<file path="config.mk">
export PLATFORM = sky130hd
export DESIGN_NAME = counter_ctl_flat
export DESIGN_NICKNAME = d
export VERILOG_FILES = /design/src/rtl/counter_ctl_if.sv /design/src/rtl/counter_ctl.sv /design/src/flat_wrapper.sv
export SDC_FILE = /design/constraint.sdc
export NUM_CORES = 1
export LEC_CHECK = 0
export BUFFER_PORTS_ARGS = -buffer_cell sky130_fd_sc_hd__buf_2
export CORE_MARGIN = 2
export CORE_UTILIZATION = 31
export DETAILED_ROUTE_END_ITERATION = 8
export HOLD_SLACK_MARGIN = 0.12
export RECOVER_POWER = 100
export SLEW_MARGIN = 0
export SYNTH_ARGS = -nofsm -noshare
export SYNTH_HDL_FRONTEND = slang
export SYNTH_SLANG_ARGS = --single-unit
</file>
<file path="constraint.sdc">
create_clock -name clk -period 4.3 [get_ports clk]
set_input_delay 0.86 -clock clk [delete_from_list [all_inputs] [get_ports clk]]
set_output_delay 0.86 -clock clk [all_outputs]
set_load 0.01 [all_outputs]
</file>
<file path="src/rtl/counter_ctl_if.sv">
// counter_ctl_if: control/status bundle for counter_ctl
// master drives srst, en, up_dn, load, load_val, limit, mode and reads count, tc, done; slave is the reverse
interface counter_ctl_if #(
    parameter int LENGTH = 10
);
    logic              srst;
    logic              en;
    logic              up_dn;
    logic              load;
    logic [LENGTH-1:0] load_val;
    logic [LENGTH-1:0] limit;
    logic [1:0]        mode;
    logic [LENGTH-1:0] count;
    logic              tc;
    logic              done;
    modport master (
        output srst, en, up_dn, load, load_val, limit, mode,
        input  count, tc, done
    );
    modport slave (
        input  srst, en, up_dn, load, load_val, limit, mode,
        output count, tc, done
    );
endinterface

</file>
<file path="src/rtl/counter_ctl.sv">
// counter_ctl: up/down counter with runtime limit, sync load/clear and wrap/saturate/one-shot terminal modes
// ports: clk (rising edge), arst_b (async active-low reset), bus (counter_ctl_if.slave: controls in, count/tc/done out, all registered)
module counter_ctl #(
    parameter int          LENGTH = 10,
    parameter int unsigned INIT   = 0
) (
    input logic          clk,
    input logic          arst_b,
    counter_ctl_if.slave bus
);
    localparam logic [LENGTH-1:0] INIT_V = LENGTH'(INIT);
    logic [LENGTH-1:0] count, nxt, term;
    logic              tc, done, one_shot, step, at_end, hold_end;
    always_comb begin
        one_shot = bus.mode == 2'b10;
        step     = bus.en && !(one_shot && done);
        // a count left above a shrunk limit counts as being at the up end
        at_end   = bus.up_dn ? count >= bus.limit : count == '0;
        term     = bus.up_dn ? bus.limit : '0;
        hold_end = bus.mode == 2'b01 || one_shot;
        // saturate/one-shot park on the terminal value; wrap jumps to the opposite end
        nxt      = !at_end ? (bus.up_dn ? count + 1'b1 : count - 1'b1)
                 : hold_end ? term
                 : (bus.up_dn ? '0 : bus.limit);
    end
    always_ff @(posedge clk or negedge arst_b)
        if (!arst_b) begin
            count <= INIT_V;
            tc    <= 1'b0;
            done  <= 1'b0;
        end else if (bus.srst) begin
            count <= INIT_V;
            tc    <= 1'b0;
            done  <= 1'b0;
        end else if (bus.load) begin
            count <= bus.load_val < bus.limit ? bus.load_val : bus.limit;
            tc    <= 1'b0;
            done  <= 1'b0;
        end else if (step) begin
            count <= nxt;
            tc    <= nxt == term && count != term;
            done  <= done | (one_shot && at_end);
        end else
            tc <= 1'b0;
    assign bus.count = count;
    assign bus.tc    = tc;
    assign bus.done  = done;
endmodule

</file>
<file path="src/flat_wrapper.sv">
// flat-port wrapper written by rule: the top's interface ports become plain ports
module counter_ctl_flat 
#(
    parameter int          LENGTH = 10,
    parameter int unsigned INIT   = 0
)
  (clk, arst_b, bus_srst, bus_en, bus_up_dn, bus_load, bus_load_val, bus_limit, bus_mode, bus_count, bus_tc, bus_done);
  counter_ctl_if #(.LENGTH(LENGTH)) bus_i ();
  input logic clk;
  input logic arst_b;
  input wire logic [$bits(bus_i.srst)-1:0] bus_srst;
  input wire logic [$bits(bus_i.en)-1:0] bus_en;
  input wire logic [$bits(bus_i.up_dn)-1:0] bus_up_dn;
  input wire logic [$bits(bus_i.load)-1:0] bus_load;
  input wire logic [$bits(bus_i.load_val)-1:0] bus_load_val;
  input wire logic [$bits(bus_i.limit)-1:0] bus_limit;
  input wire logic [$bits(bus_i.mode)-1:0] bus_mode;
  output wire logic [$bits(bus_i.count)-1:0] bus_count;
  output wire logic [$bits(bus_i.tc)-1:0] bus_tc;
  output wire logic [$bits(bus_i.done)-1:0] bus_done;
  assign bus_i.srst = bus_srst;
  assign bus_i.en = bus_en;
  assign bus_i.up_dn = bus_up_dn;
  assign bus_i.load = bus_load;
  assign bus_i.load_val = bus_load_val;
  assign bus_i.limit = bus_limit;
  assign bus_i.mode = bus_mode;
  assign bus_count = bus_i.count;
  assign bus_tc = bus_i.tc;
  assign bus_done = bus_i.done;
  counter_ctl #(.LENGTH(LENGTH), .INIT(INIT)) u_core (.clk(clk), .arst_b(arst_b), .bus(bus_i));
endmodule
</file>
==> results.ini <==
[cts]
hold_buffers=0
worstSkewPairLatency_ns=0.25
h-tree-depth=1
root_buffer=clkbuf_8
clockBufferDepth=2
cts_sinks=12
cts.reportedPaths.clkPinSlew_ns=0.06
tritoncts=yes
cts-resized-gates=0
numCtsBuffers=3
cts_setup_buffers=0

[synthesis]
synthXorXnorAreaFrac=0.0460
synth_cell_types=67
synth_seq_cells=12
netlist_top_cells_count=nor2_1 (31), a21oi_1 (28), ha_1 (28), nand2_1 (22), o21ai_0 (22)
syn_area_per_cell_sq_um=7.38
syn_inst=335
synth_seq_area_share=0.121
synth_top_family_by_area=compound AO/OA/AOI/OAI gates
synth_nets=392
yosys.area.top_type=ha_1
synthFlopType=dfrtp_1
synth_area_sq_um=2470
synth_compound_area_frac=0.328
synth_adder_area_share=0.150
synth_edf_count=0
synth_top_area_share=0.142
synth.area.top_cells=ha_1 (14%), dfrtp_1 (12%), a21oi_1 (5.7%)
yosysMostFrequentCell=nor2_1
async_reset_ff_frac=1.00
yosysWarningCount=0
synth-simple-area-share=0.243
muxShareOfSynthArea=0.0379

[power]
total_power_mw=0.720
vdd_drop_max_mv=0.130
p_leak_nw=1.14
powerDensity_nw_per_um2=261

[timing]
fin_worst_skew_ns=0.00328
max_slew_margin=0.412
hold_violations=0
fin_setup_tns_ns=0
fin_crit_sh=0.810
finalCriticalPeriod_ns=3.48
worstMarginPinSlew_ns=0.879
maxSlewViolCount=0
setup_viol=0
finalWorstSetupSlack_ns=0.819
rsz0062_at_grt=no
fmax_mhz=287

[placement]
port_buffers=39
gp_congestion=0.904
dp_hpwl_um=6280
numPlacedInstances=459
place_ws_ns=0.813

[detailed_routing]
wl_met2_um=3770
wl_per_cell_um=17.2
firstDrtPassIters=5
drc=0
highest_layer=met4
vias_per_cell=5.94
drtIter0Drc=177
drt_wl_total_um=7950
vias=2748
wl_met3_um=479
ant_nets=0
drt-met1-wl_um=3540

[finish]
nets=419
antennaDiodeCount=0
register_area_sq_um=300
fin_util=0.357
fillers=825
fin_cells=463
multi_input_area_sq_um=1990
area_growth_pct=11.6
drive_above_1_share=0.139

[floorplanning]
rows=32
initial_core_util=0.320
fp.dieH_um=93.3
die_area_sq_um=8710
core_sq_um=7730
ios=40
die_x_um=93.3

[setup_path]
worst_setup_path_start_kind=primary input
crit_arrival_ns=3.63
startpoint=bus_limit[7]
path_class=primary input to flip-flop
regToRegStartpoint=u_core.bus.count[0]$_DFFE_PN0P_
cp.required_ns=4.45
crit_buf_inv=3
worstSetupPathDepth=12
worstPathCellList=clkbuf_1 > inv_1 > ha_1 > nand2_1 > a221oi_1 > nor2_1 > a211oi_4 > buf_4 > o311ai_0 > a211oi_2 > a21oi_1 > nor4_2
slowest_stage=a211oi_4
endpoint_kind=flip-flop
critical_path.top_delay_family=compound AO/OA/AOI/OAI gates
critPathMaxFanout=11
max_stage_delay_ns=0.48
r2r_cells=10

[outcome]
status=finished clean

[global_routing]
grt_use_total=0.187
grt_max_degree=26
grt_pass1_wl_um=13100
overflow=0
antenna_found_initial=0
grt_pass1_vias=2677

[min_path]
holdPathStages=2
hold_class=flip-flop to flip-flop
hp-start=u_core.bus.done$_DFFE_PN0P_

[flow_run]
drv_cap=0

[power breakdown]
group | switching (mW) | internal, mW | leakage (nW) | total [mW]
sequential | 0.0356 | 0.123 | 0.157 | 0.158
combinational | 0.259 | 0.174 | 0.950 | 0.433
clock | 0.0476 | 0.0812 | 0.0288 | 0.129
total | 0.342 | 0.378 | 1.14 | 0.720
[registers in the layout, indices dropped and copies added, names as in the netlist]
name / cells
u_core.bus.done: 1
u_core.bus.tc: 1
u_core.bus.count: 10
[kinds of logic (layout without fill, tap and decap cells)]
family	Yosys count	in the layout
adder cells (fa/ha/maj)	29	29
XOR/XNOR	13	13
AND/OR/NAND/NOR	115	115
multiplexers	9	9
flip-flops	12	12
AO/OA/AOI/OAI	117	117
buffers and inverters	40	66
[layout by cell type (no fill, tap or decap), drive strengths merged, types with 4 or more instances in the layout]
cell and n:
ha 28, nor2b 4, nand2b 8, xor2 8, buf 31, nand4 4, o211ai 8, nand2 22
nor4 4, xnor2 5, a21oi 29, nor3 8, nand3 20, a31oi 6, o21ai 24, mux2i 6
a211oi 14, nor2 31, clkbuf 18, dfrtp 12, o22ai 4, inv 17
[per-stage QoR]
stage               hold slack [ns]  instance area [sq um]
floorplan                     0.564                   2470
global placement              0.579                   2720
detailed placement            0.570                   2720
CTS                           0.491                   2780
global route                  0.646                   2760
finish                        0.583                   2760
[routing by layer]
layer  track usage  up-vias
li1              -     1329
met1         0.248     1313
met2         0.318       92
met3        0.0201       14
met4        0.0576        0
met5             0        -
[final cells by class]
class | instances | share of cell area
clock buffer | 4 | 0.0199
multi-input combinational | 283 | 0.721
inverter | 17 | 0.0231
timing repair buffer | 45 | 0.0807
sequential | 12 | 0.109
tap | 102 | 0.0462
[final timing paths]
kind / to / slack (ns)
worst max-delay path: u_core.bus.tc$_DFF_PN0_ / 0.82
worst min-delay path: u_core.bus.done$_DFFE_PN0P_ / 0.58
worst max register to register: u_core.bus.tc$_DFF_PN0_ / 1.18
worst min register to register: u_core.bus.done$_DFFE_PN0P_ / 0.58
max in group asynchronous: u_core.bus.count[1]$_DFFE_PN0P_ / 3.22
min in group asynchronous: u_core.bus.count[8]$_DFFE_PN0P_ / 0.63
[worst reg2reg max path, cell delays in order (launching register included)]
cell	delay [ns]
dfrtp_1	0.74
inv_1	0.14
ha_1	0.30
o21ai_0	0.08
a22o_1	0.28
a211oi_4	0.49
buf_4	0.26
o311ai_0	0.15
a211oi_2	0.23
a21oi_1	0.07
nor4_2	0.29
(Power assumes the default switching activity.)
